$ cat config.mk
export PLATFORM = sky130hd
export DESIGN_NAME = quad_decoder
export DESIGN_NICKNAME = d
export VERILOG_FILES = /design/src/rtl/quad_pkg.sv /design/src/rtl/sync2.sv /design/src/rtl/quad_decoder.sv
export SDC_FILE = /design/constraint.sdc
export NUM_CORES = 1
export LEC_CHECK = 0
export ABC_AREA = 0
export BUFFER_PORTS_ARGS = -buffer_cell sky130_fd_sc_hd__buf_2
export CORE_UTILIZATION = 50
export CTS_CLUSTER_DIAMETER = 150
export DETAILED_ROUTE_END_ITERATION = 10
export MAX_ROUTING_LAYER = met4
export PLACE_DENSITY = 0.8
export SYNTH_ARGS = -nofsm -noshare
export SYNTH_HDL_FRONTEND = slang
export SYNTH_SLANG_ARGS = --single-unit
$ cat constraint.sdc
create_clock -name CLK -period 3.3 [get_ports CLK]
set_input_delay 0.66 -clock CLK [delete_from_list [all_inputs] [get_ports CLK]]
set_output_delay 0.66 -clock CLK [all_outputs]
set_load 0.05 [all_outputs]
$ cat src/rtl/quad_pkg.sv
`default_nettype none
// +----------------------------------------------------------------------------+
// | Module      : quad_pkg                                                     |
// | Description : Shared types, Gray phase constants and the transition        |
// |               classifier for the quadrature decoder.                       |
// | Revision    : 1.0 - initial release                                        |
// +----------------------------------------------------------------------------+
package quad_pkg;

  // Decoder control FSM.
  typedef enum logic [0:0] {
    INIT  = 1'b0,
    TRACK = 1'b1
  } state_t;

  // Classification of one {a,b} sample against the previous one.
  typedef enum logic [1:0] {
    MV_NONE = 2'd0,
    MV_UP   = 2'd1,
    MV_DOWN = 2'd2,
    MV_ERR  = 2'd3
  } move_t;

  // Quadrature phases in forward (count-up) order: 00 -> 10 -> 11 -> 01 -> 00.
  localparam logic [1:0] c_ph_00 = 2'b00;
  localparam logic [1:0] c_ph_10 = 2'b10;
  localparam logic [1:0] c_ph_11 = 2'b11;
  localparam logic [1:0] c_ph_01 = 2'b01;

  // Phase that follows ph when moving forward.
  function automatic logic [1:0] next_up(input logic [1:0] ph);
    logic [1:0] nxt;
    case (ph)
      c_ph_00: nxt = c_ph_10;
      c_ph_10: nxt = c_ph_11;
      c_ph_11: nxt = c_ph_01;
      default: nxt = c_ph_00;
    endcase
    return nxt;
  endfunction

  // Any single-bit change is a legal step; which neighbour it reached gives
  // the direction. Both bits flipping means an edge was missed.
  function automatic move_t decode_move(input logic [1:0] prev, input logic [1:0] cur);
    move_t mv;
    if (cur == prev) begin
      mv = MV_NONE;
    end else if ((cur ^ prev) == 2'b11) begin
      mv = MV_ERR;
    end else if (cur == next_up(prev)) begin
      mv = MV_UP;
    end else begin
      mv = MV_DOWN;
    end
    return mv;
  endfunction

endpackage
`default_nettype wire

$ cat src/rtl/sync2.sv
`default_nettype none
// +----------------------------------------------------------------------------+
// | Module      : sync2                                                        |
// | Description : Two-flop synchronizer, 1 bit wide.                           |
// | Revision    : 1.0 - initial release                                        |
// | Ports       : CLK   - system clock                                         |
// |               RESET - synchronous active-high reset, clears both stages    |
// |               d     - asynchronous input                                   |
// |               q     - synchronized output (two CLK edges of latency)       |
// +----------------------------------------------------------------------------+
module sync2 (
  input  logic CLK,
  input  logic RESET,
  input  logic d,
  output logic q
);

  logic r_meta;
  logic r_sync;

  always_ff @(posedge CLK) begin
    if (RESET) begin
      r_meta <= 1'b0;
      r_sync <= 1'b0;
    end else begin
      r_meta <= d;
      r_sync <= r_meta;
    end
  end

  assign q = r_sync;

endmodule
`default_nettype wire

$ cat src/rtl/quad_decoder.sv
`default_nettype none
// +----------------------------------------------------------------------------+
// | Module      : quad_decoder                                                 |
// | Description : Quadrature encoder decoder with saturating position count,   |
// |               step/direction pulses and a sticky illegal-transition flag.  |
// | Revision    : 1.0 - initial release                                        |
// | Parameters  : N     - position counter width in bits                       |
// | Ports       : CLK   - system clock (rising edge)                           |
// |               RESET - synchronous active-high reset                        |
// |               A, B  - encoder channels, asynchronous to CLK                |
// |               CLR   - synchronous clear of POS and ERR                     |
// |               POS   - saturating position count (N bits)                   |
// |               STEP  - one-cycle pulse per valid transition                 |
// |               DIR   - direction of last valid step (1 = up)                |
// |               ERR   - sticky illegal-transition flag                       |
// +----------------------------------------------------------------------------+
module quad_decoder
  import quad_pkg::*;
#(
  parameter int N = 8
) (
  input  logic         CLK,
  input  logic         RESET,
  input  logic         A,
  input  logic         B,
  input  logic         CLR,
  output logic [N-1:0] POS,
  output logic         STEP,
  output logic         DIR,
  output logic         ERR
);

  localparam logic [N-1:0] c_pos_max  = '1;
  localparam logic [N-1:0] c_pos_zero = '0;
  localparam logic [N-1:0] c_pos_one  = {{(N-1){1'b0}}, 1'b1};

  logic       w_a;
  logic       w_b;
  logic [1:0] w_ab;
  move_t      w_move;

  state_t     r_state;
  logic [1:0] r_fill;
  logic [1:0] r_prev;
  logic [N-1:0] r_pos;
  logic       r_step;
  logic       r_dir;
  logic       r_err;

  sync2 u_sync_a (
    .CLK   (CLK),
    .RESET (RESET),
    .d     (A),
    .q     (w_a)
  );

  sync2 u_sync_b (
    .CLK   (CLK),
    .RESET (RESET),
    .d     (B),
    .q     (w_b)
  );

  assign w_ab = {w_a, w_b};

  always_comb begin
    w_move = decode_move(r_prev, w_ab);
  end

  // Reset zeroes the synchronizers, so their output is not a real sample of
  // A/B until two edges later. r_fill tracks that refill so INIT captures a
  // genuine phase into PREV; otherwise the flush from 00 to the true input
  // would be decoded as a spurious step right after reset.
  always_ff @(posedge CLK) begin
    if (RESET) begin
      r_state <= INIT;
      r_fill  <= 2'b00;
      r_prev  <= c_ph_00;
      r_pos   <= c_pos_zero;
      r_step  <= 1'b0;
      r_dir   <= 1'b0;
      r_err   <= 1'b0;
    end else begin
      r_fill <= {r_fill[0], 1'b1};
      r_step <= 1'b0;
      case (r_state)
        INIT: begin
          r_prev <= w_ab;
          if (r_fill[1]) begin
            r_state <= TRACK;
          end
        end
        TRACK: begin
          r_prev <= w_ab;
          case (w_move)
            MV_UP: begin
              r_step <= 1'b1;
              r_dir  <= 1'b1;
              if (r_pos != c_pos_max) begin
                r_pos <= r_pos + c_pos_one;
              end
            end
            MV_DOWN: begin
              r_step <= 1'b1;
              r_dir  <= 1'b0;
              if (r_pos != c_pos_zero) begin
                r_pos <= r_pos - c_pos_one;
              end
            end
            MV_ERR: begin
              r_err <= 1'b1;
            end
            default: begin
            end
          endcase
        end
        default: begin
          r_state <= INIT;
        end
      endcase
      // Clear wins over any count change or error made this cycle; STEP/DIR
      // and PREV tracking are left alone so no transition is lost.
      if (CLR) begin
        r_pos <= c_pos_zero;
        r_err <= 1'b0;
      end
    end
  end

  assign POS  = r_pos;
  assign STEP = r_step;
  assign DIR  = r_dir;
  assign ERR  = r_err;

endmodule
`default_nettype wire

==> run_results.csv, run 1 <==
group,metric,value,unit
critical_path,reg2reg_slack,0.26,ns
finish,multi_input_area,671,sq um
yosys,yosysTopAreaCell,"dfxtp_1",
critical_path,crit_path_frequent_cell,"ha_1",
power_and_ir_drop,ir_drop,0.459,mV
sta,tns,0,ns
routing,drtIter0Drc,27,
sta,setup_viol_count_final,0,
yosys,yosysMostFrequentCell,"dfxtp_1",
finish,fillers,196,
cts,cts_max_path_buffers,2,
cts,cts.sinks,20,
cts,htree_levels,1,
die,io_pins,16,
cts,ctsResizeCount,0,
outcome,status,"finished, final reports clean",
place,port-buffer-count,15,
sta,fin_skew,0.00303,ns
finish,n_antenna_cell,0,
finish,fin_cells,171,
critical_path,critPathLaunch,"r_prev[1]",
yosys,synth-seq-area-share,0.355,
sta,fmax,329,MHz
cts,clk_pin_slew,0.11,ns
die,start_util,0.552,
cts,cts_hold_buffers,0,
cts,cts_made_buffers,3,
yosys,synth-main-ff-cell,"dfxtp_1",
sta,drv_slew,0,
yosys,netlist_area,1130,sq um
run,cap_viol_max_count,0,
sta,hold_viol,0,
grt,grt_pass1_wl,3860,um
place,post-dp-hpwl,1640,um
sta,maxSlewHeadroom,0.536,
place,place_congestion,0.882,
sta,min_period_over_period,0.920,
grt,grt_overflow,0,
die,dieArea,2450,sq um
power_and_ir_drop,powerDensity,406,nW/um^2
place,dp_cells,167,
critical_path,rr_worst_depth,9,
yosys,syn-num-nets,143,
critical_path,critPathKind,"reg -> reg",
yosys,ys_async_sr_fraction,0,
yosys,yosysWarnings,0,
grt,grt_pass1_vias,892,
grt,grt_util_all_layers,0.210,
grt,antenna_found_initial,0,
critical_path,critPathSlowestCell,"dfxtp_1",
critical_path,worstPathCellList,"mux2i_1, o21a_1, ha_1, ha_1, a211oi_2, nor3_1, or4_1, a31oi_1, mux2_1",
die,row_count,16,
finish,layout.area.seq,400,sq um
finish,final_net_count,159,
routing,route.detailed.drc,0,
sta,rsz0062_at_grt,"false",
cts,cts_tree,"done",
yosys,avgSynthCellArea,8.74,sq um
yosys,synth_top_area_frac,0.355,
critical_path,r2r_start,"r_prev[1]",
routing,totalWireLength,2180,um
die,die_y,49.5,um
die,core-area,2040,sq um
routing,viasPerCell,5.55,
grt,grt_max_degree,13,
routing,ant_nets,0,
critical_path,worst_setup_path_end_kind,"flip-flop",
critical_path,arrival,3.23,ns
die,die_x,49.5,um
routing,wl_per_cell,12.7,um
critical_path,cp_slowest_stage_delay,0.47,ns
yosys,syn-instance-count,129,
routing,vias,949,
cts,clock-root-buffer,"clkbuf_4",
yosys,netlist_top_cells_count,"dfxtp_1 (20), nor2_1 (12), nor2b_1 (9)",
finish,syn_to_final_growth,12.3,%
power_and_ir_drop,p_leak,0.550,nW
critical_path,worstSetupEndpoint,"POS[7]",
critical_path,critPathMaxFanout,11,
cts,insertion_delay,0.30,ns
yosys,synth_edf_count,0,
critical_path,worst_ep_required_time,3.50,ns
cts,cts_setup_buffers,0,
sta,whs,0.452,ns
worst_hold_path,hold_depth,1,
sta,worst_pin_slew,0.696,ns
worst_hold_path,hold_class,"reg -> reg",
yosys,synth_area_leaders,"dfxtp_1 (36%), ha_1 (8.9%), nor2b_1 (5.0%)",
finish,post_route_cells_drive_above_1_share,0.188,
sta,fin_crit,3.04,ns
critical_path,start_kind,"flip-flop",
critical_path,reg2reg_to,"POS[7]",
yosys,synth_cell_types,38,
routing,firstDrtPassIters,4,
yosys,synth-seq-cells,20,
[metrics by stage]
stage / util / cell area, sq um / total power, mW / setup slack (ns)
3_3_place_gp: 0.594 / 1210 / 0.317 / 0.398
4_1_cts: 0.620 / 1270 / 0.519 / 0.269
2_1_floorplan: - / 1130 / 0.308 / 0.448
6_report: 0.620 / 1270 / 0.514 / 0.263
3_5_place_dp: 0.594 / 1210 / 0.321 / 0.286
5_1_grt: 0.620 / 1270 / 0.537 / 0.0364
[sequential cells by signal (all words and copies together), names as in the netlist]
register,flops
DIR,1
POS,8
r_prev,2
u_sync_b.q,1
STEP,1
u_sync_a.q,1
ERR,1
u_sync_b.r_meta,1
r_state,1
r_fill,2
u_sync_a.r_meta,1
[placed cells by master (no fill, tap or decap), drive strengths merged, types with 4 or more instances in the layout]
cell / netlist / routed
a21oi: 6 / 6
buf: 1 / 15
dfxtp: 20 / 20
ha: 8 / 8
inv: 9 / 9
mux2i: 4 / 4
nand2: 8 / 8
nand2b: 5 / 5
nor2: 13 / 13
nor2b: 9 / 9
o21ai: 5 / 5
[routing by layer]
layer | global-route usage | vias up | part of all wire
met5 | - | - | 0
met4 | 0.0143 | 0 | 0.0037
met3 | 0.0556 | 2 | 0.035
met2 | 0.356 | 19 | 0.47
met1 | 0.261 | 442 | 0.49
li1 | - | 486 | -
[cell type report]
| cell class | instances | area share |
|---|---|---|
| multi-input combinational | 96 | 0.530 |
| sequential | 20 | 0.316 |
| timing repair buffer | 15 | 0.0593 |
| inverter | 9 | 0.0267 |
| tap | 27 | 0.0267 |
| clock inverter | 1 | 0.0237 |
| clock buffer | 3 | 0.0178 |
[power breakdown]
group / switching (mW) / internal (mW)
Clock: 0.0757 / 0.123
Sequential: 0.00565 / 0.248
Combinational: 0.0375 / 0.0237
Total: 0.119 / 0.395
[how the worst min path moves through the flow]
stage,from,end
5_1_grt,r_fill[1],r_state
4_1_cts,u_sync_b.r_meta,u_sync_b.q
2_1_floorplan,r_fill[1],r_state
6_report,u_sync_b.r_meta,u_sync_b.q
3_5_place_dp,u_sync_b.r_meta,u_sync_b.q
3_3_place_gp,r_fill[1],r_state
[worst max-delay path: cells and delay by family (launching register included)]
kind / cells / cell delay [ns]
fa+ha+maj: 2 / 0.79
compound gates: 3 / 0.57
mux: 2 / 0.56
simple gates: 2 / 0.55
flops: 1 / 0.47
[cells by family (layout without fill, tap and decap cells)]
logic type      after synthesis  count (layout)  synth area share
simple gates                 49              49             0.223
compound gates               28              28             0.181
flops                        20              20             0.355
buf+inv                      13              28            0.0499
fa+ha+maj                     9               9             0.107
xor+xnor                      5               5            0.0389
mux                           5               5            0.0455
(Power assumes the default switching activity.)
==> run 2: changes to the inputs <==
--- a/config.mk
+++ b/config.mk
@@ -14,4 +14,5 @@
 export PLACE_DENSITY = 0.8
 export SYNTH_ARGS = -nofsm -noshare
 export SYNTH_HDL_FRONTEND = slang
+export SYNTH_HIERARCHICAL = 1
 export SYNTH_SLANG_ARGS = --single-unit
==> run_results.csv, run 2 <==
group,metric,value,unit
outcome,status,"finished, final reports clean",
critical_path,critPathKind,"reg -> reg",
sta,fin_skew,0.00153,ns
yosys,avgSynthCellArea,8.43,sq um
yosys,synth_cell_types,35,
sta,finalWorstSetupSlack,0.185,ns
power_and_ir_drop,p_comb_frac,0.124,
power_and_ir_drop,p_leak,0.533,nW
grt,grt_overflow,0,
sta,maxSlewHeadroom,0.421,
sta,fin_crit,3.12,ns
routing,totalWireLength,2350,um
cts,ctsResizeCount,0,
critical_path,worst_setup_path_end_kind,"flip-flop",
finish,n_antenna_cell,0,
cts,cts_hold_buffers,0,
place,place_congestion,0.884,
run,cap_viol_max_count,0,
grt,grt_pass1_vias,923,
yosys,syn-num-nets,148,
critical_path,start_kind,"flip-flop",
cts,cts_made_buffers,3,
die,dieArea,2450,sq um
grt,grt_max_degree,14,
yosys,synth-seq-area-share,0.354,
finish,post_route_cells_drive_above_1_share,0.154,
grt,grt_util_all_layers,0.229,
grt,antenna_found_initial,0,
power_and_ir_drop,power.switching,0.121,mW
sta,min_period_over_period,0.944,
yosys,netlist_area,1130,sq um
power_and_ir_drop,power_frac_clock,0.384,
die,row_count,16,
worst_hold_path,min_from,"u_sync_a/r_meta",
sta,worst_pin_slew,0.862,ns
critical_path,critPathTopFamily,"compound AO/OA/AOI/OAI gates",
yosys,synth-seq-cells,20,
grt,grt_pass1_wl,4170,um
sta,setup_viol_count_final,0,
routing,wl_per_cell,13.4,um
yosys,yosysWarnings,6,
die,start_util,0.553,
yosys,synth_area_leaders,"dfxtp_1 (35%), ha_1 (8.9%), nand2_1 (5.3%)",
finish,final_common_cell,"dfxtp_1",
routing,viasPerCell,5.76,
power_and_ir_drop,ir_drop,0.361,mV
cts,cts.sinks,20,
sta,fmax,321,MHz
power_and_ir_drop,power_frac_seq,0.491,
critical_path,critPathSlowestCell,"or4_1",
yosys,netlist_top_cells_count,"dfxtp_1 (20), nand2_1 (16), nor2_1 (9), nor2b_1 (9)",
finish,syn_to_final_growth,12.3,%
place,pre_cts_ws,0.358,ns
routing,route.detailed.drc,0,
die,die_x,49.5,um
worst_hold_path,hold_class,"reg -> reg",
finish,final_net_count,164,
critical_path,critPathLaunch,"u_sync_b/q",
cts,cts_max_path_buffers,2,
sta,hold_viol,0,
sta,drv_slew,0,
yosys,synth_edf_count,0,
power_and_ir_drop,internal-power,0.396,mW
yosys,synth-main-ff-cell,"dfxtp_1",
routing,vias,1014,
critical_path,cp_slowest_stage_delay,0.51,ns
cts,clk_pin_slew,0.11,ns
sta,tns,0,ns
die,io_pins,16,
yosys,syn-instance-count,134,
yosys,synth_top_area_frac,0.354,
power_and_ir_drop,powerDensity,407,nW/um^2
yosys,ys_async_sr_fraction,0,
cts,cts_setup_buffers,0,
sta,rsz0062_at_grt,"false",
cts,htree_levels,1,
critical_path,critPathMaxFanout,10,
cts,cts_tree,"done",
cts,clock-root-buffer,"clkbuf_4",
critical_path,r2r_start,"u_sync_b/q",
finish,fillers,188,
finish,largest_reg_flops,8,
critical_path,arrival,3.35,ns
routing,drtIter0Drc,33,
finish,layout_common_cells,"dfxtp_1 (20), nand2_1 (16), buf_2 (15)",
place,post-dp-hpwl,1700,um
power_and_ir_drop,switching_share,0.234,
critical_path,worstPathCellList,"o21ai_0, o21ai_0, ha_1, ha_1, a211oi_1, nor3_1, or4_1, a31oi_2, mux2i_1",
cts,insertion_delay,0.30,ns
place,port-buffer-count,15,
die,die_y,49.5,um
critical_path,timing.critical_path.buf_inv,0,
critical_path,worst_ep_required_time,3.54,ns
yosys,yosysTopAreaCell,"dfxtp_1",
routing,ant_nets,0,
routing,firstDrtPassIters,4,
yosys,yosysMostFrequentCell,"dfxtp_1",
die,core-area,2040,sq um
[run 2: cell types whose count changed in the layout (fill, tap and decap cells not counted), moves of 2 or more]
cell and change:
nand2_1 +8, a211oi_1 +3, nor2_1 -3, a211oi_2 -2, nor3_1 +2, o21ai_0 +2
or3_1 +2
[run 2: power groups by stage]
stage	sequential, mW	combinational, mW	clock, mW
final	0.254	0.0642	0.198
after CTS	0.254	0.0634	0.203
after global routing	0.255	0.0727	0.214
after floorplan	0.264	0.0441	0
after global placement	0.259	0.0603	0
after detailed placement	0.259	0.0629	0
[run 2: per-stage QoR]
step	hold slack, ns	cell area, sq um	power (mW)	std cells	utilization
floorplan	0.411	1130	0.308	134	-
global placement	0.416	1220	0.319	172	0.596
detailed placement	0.426	1220	0.322	172	0.596
CTS	0.454	1270	0.521	176	0.621
global route	0.471	1270	0.542	176	0.621
finish	0.452	1270	0.517	176	0.621
[run 2: cell families after synthesis]
group | share of synthesized area
fa+ha+maj | 0.106
compound gates | 0.167
buf+inv | 0.0465
xor+xnor | 0.0310
flops | 0.354
mux | 0.0354
simple gates | 0.259
[run 2: layer usage]
layer  vias up  wire length [um]  part of all wire  global-route usage
met4         0                28             0.012              0.0667
met5         -                 0                 0                   -
met2        38              1140              0.48               0.363
met1       474              1060              0.45               0.289
li1        498                 -                 -                   -
met3         4               124             0.053              0.0556
[run 2: worst paths after layout]
path / to / slack [ns] / cells after the start
max: POS[7] / 0.18 / 9
min: u_sync_a/q / 0.45 / 1
max reg2reg: POS[7] / 0.18 / 9
min reg2reg: u_sync_a/q / 0.45 / 1
[run 2: cell type report]
class / instances / area [sq um] / share of cell area
sequential: 20 / 400 / 0.316
clock inverter: 1 / 30.0 / 0.0237
clock buffer: 3 / 22.5 / 0.0178
timing repair buffer: 15 / 75.1 / 0.0592
multi-input combinational: 102 / 677 / 0.534
tap: 27 / 33.8 / 0.0266
inverter: 8 / 30.0 / 0.0237
==> run 3: changes to the inputs <==
--- a/config.mk
+++ b/config.mk
@@ -6,7 +6,7 @@
 export NUM_CORES = 1
 export LEC_CHECK = 0
 export ABC_AREA = 0
-export BUFFER_PORTS_ARGS = -buffer_cell sky130_fd_sc_hd__buf_2
+export BUFFER_PORTS_ARGS = -buffer_cell sky130_fd_sc_hd__buf_4
 export CORE_UTILIZATION = 50
 export CTS_CLUSTER_DIAMETER = 150
 export DETAILED_ROUTE_END_ITERATION = 10
==> run_results.csv, run 3 (synthesized netlist as in run 2, its figures left out) <==
group,metric,value,unit
critical_path,critPathMaxFanout,10,
sta,fin_crit,3.05,ns
finish,fin_util,0.640,
finish,largest_reg_flops,8,
sta,worst_pin_slew,0.815,ns
power_and_ir_drop,p_leak,0.535,nW
finish,final_net_count,164,
place,port-buffer-count,15,
grt,grt_max_degree,14,
routing,drtIter0Drc,25,
sta,fmax,328,MHz
grt,grt_util_all_layers,0.212,
grt,grt_overflow,0,
cts,htree_levels,1,
cts,cts_tree,"done",
sta,drv_slew,0,
place,dpl_cell_area,1250,sq um
sta,rsz0062_at_grt,"false",
routing,wl_per_cell,13.3,um
critical_path,critPathKind,"reg -> reg",
critical_path,arrival,3.29,ns
cts,cts_hold_buffers,0,
finish,syn_to_final_growth,15.6,%
sta,min_period_over_period,0.925,
die,io_pins,16,
run,cap_viol_max_count,0,
critical_path,start_kind,"flip-flop",
outcome,status,"finished, final reports clean",
routing,ant_nets,0,
routing,firstDrtPassIters,4,
critical_path,worst_ep_required_time,3.53,ns
cts,clock-root-buffer,"clkbuf_4",
sta,maxSlewHeadroom,0.452,
cts,cts.sinks,20,
cts,cts_max_path_buffers,2,
place,place_congestion,0.901,
cts,ctsResizeCount,0,
routing,route.detailed.drc,0,
sta,setup_viol_count_final,0,
finish,n_antenna_cell,0,
die,die_x,49.5,um
die,row_count,16,
grt,grt_pass1_vias,886,
grt,grt_pass1_wl,3950,um
die,dieArea,2450,sq um
worst_hold_path,hold_class,"reg -> reg",
finish,final_common_cell,"dfxtp_1",
sta,whs,0.449,ns
finish,layout_common_cells,"dfxtp_1 (20), nand2_1 (16), buf_4 (15)",
die,core-area,2040,sq um
routing,totalWireLength,2340,um
cts,clk_pin_slew,0.11,ns
critical_path,worst_setup_path_end_kind,"flip-flop",
finish,fin_area,1310,sq um
place,post-dp-hpwl,1750,um
power_and_ir_drop,ir_drop,0.465,mV
sta,hold_viol,0,
cts,cts_made_buffers,3,
cts,cts_setup_buffers,0,
die,start_util,0.553,
sta,tns,0,ns
cts,insertion_delay,0.29,ns
power_and_ir_drop,powerDensity,395,nW/um^2
die,die_y,49.5,um
routing,vias,1000,
finish,post_route_cells_drive_above_1_share,0.154,
grt,antenna_found_initial,0,
sta,fin_skew,0.00173,ns
routing,viasPerCell,5.68,
## run 3: metrics by stage
stage	std cells	worst slack [ns]	power, mW
final	176	0.247	0.516
after global routing	176	0.0559	0.539
after CTS	176	0.332	0.519
after detailed placement	172	0.372	0.325
after global placement	172	0.554	0.322
after floorplan	134	0.595	0.308
## run 3: area by class of cell
cell class	instances	area, sq um
flip-flops and latches	20	400
well taps	27	33.8
fillers	198	736
clock buffers	3	22.5
repair buffers	15	113
multi-input cells	102	677
clock inverters	1	30.0
inverters	8	30.0
## run 3: power breakdown
part | total (mW) | switching, mW | internal [mW]
combinational | 0.0663 | 0.0393 | 0.0270
clock | 0.196 | 0.0729 | 0.123
sequential | 0.254 | 0.00595 | 0.248
total | 0.516 | 0.118 | 0.398
## run 3: path summary, 6_finish.rpt
check / start / to / slack, ns / depth (start not counted)
worst min-delay path: u_sync_b/r_meta / u_sync_b/q / 0.45 / 1
worst min register to register: u_sync_b/r_meta / u_sync_b/q / 0.45 / 1
worst max register to register: u_sync_b/q / POS[7] / 0.25 / 9
worst max-delay path: u_sync_b/q / POS[7] / 0.25 / 9
## run 3: critical path: stages, from the launching register on
cell and delay (ns):
dfxtp_1 0.49, mux2i_1 0.27, o21a_1 0.18, ha_1 0.39, ha_1 0.32, a211oi_1 0.34
nor3_1 0.12, or4_1 0.51, a31oi_2 0.17, mux2i_1 0.19
## run 3: routing by layer
layer,global-route usage,share of wire
met1,0.277,0.47
met2,0.342,0.48
met3,0.0586,0.052
met4,0.0143,0.0043
met5,-,0
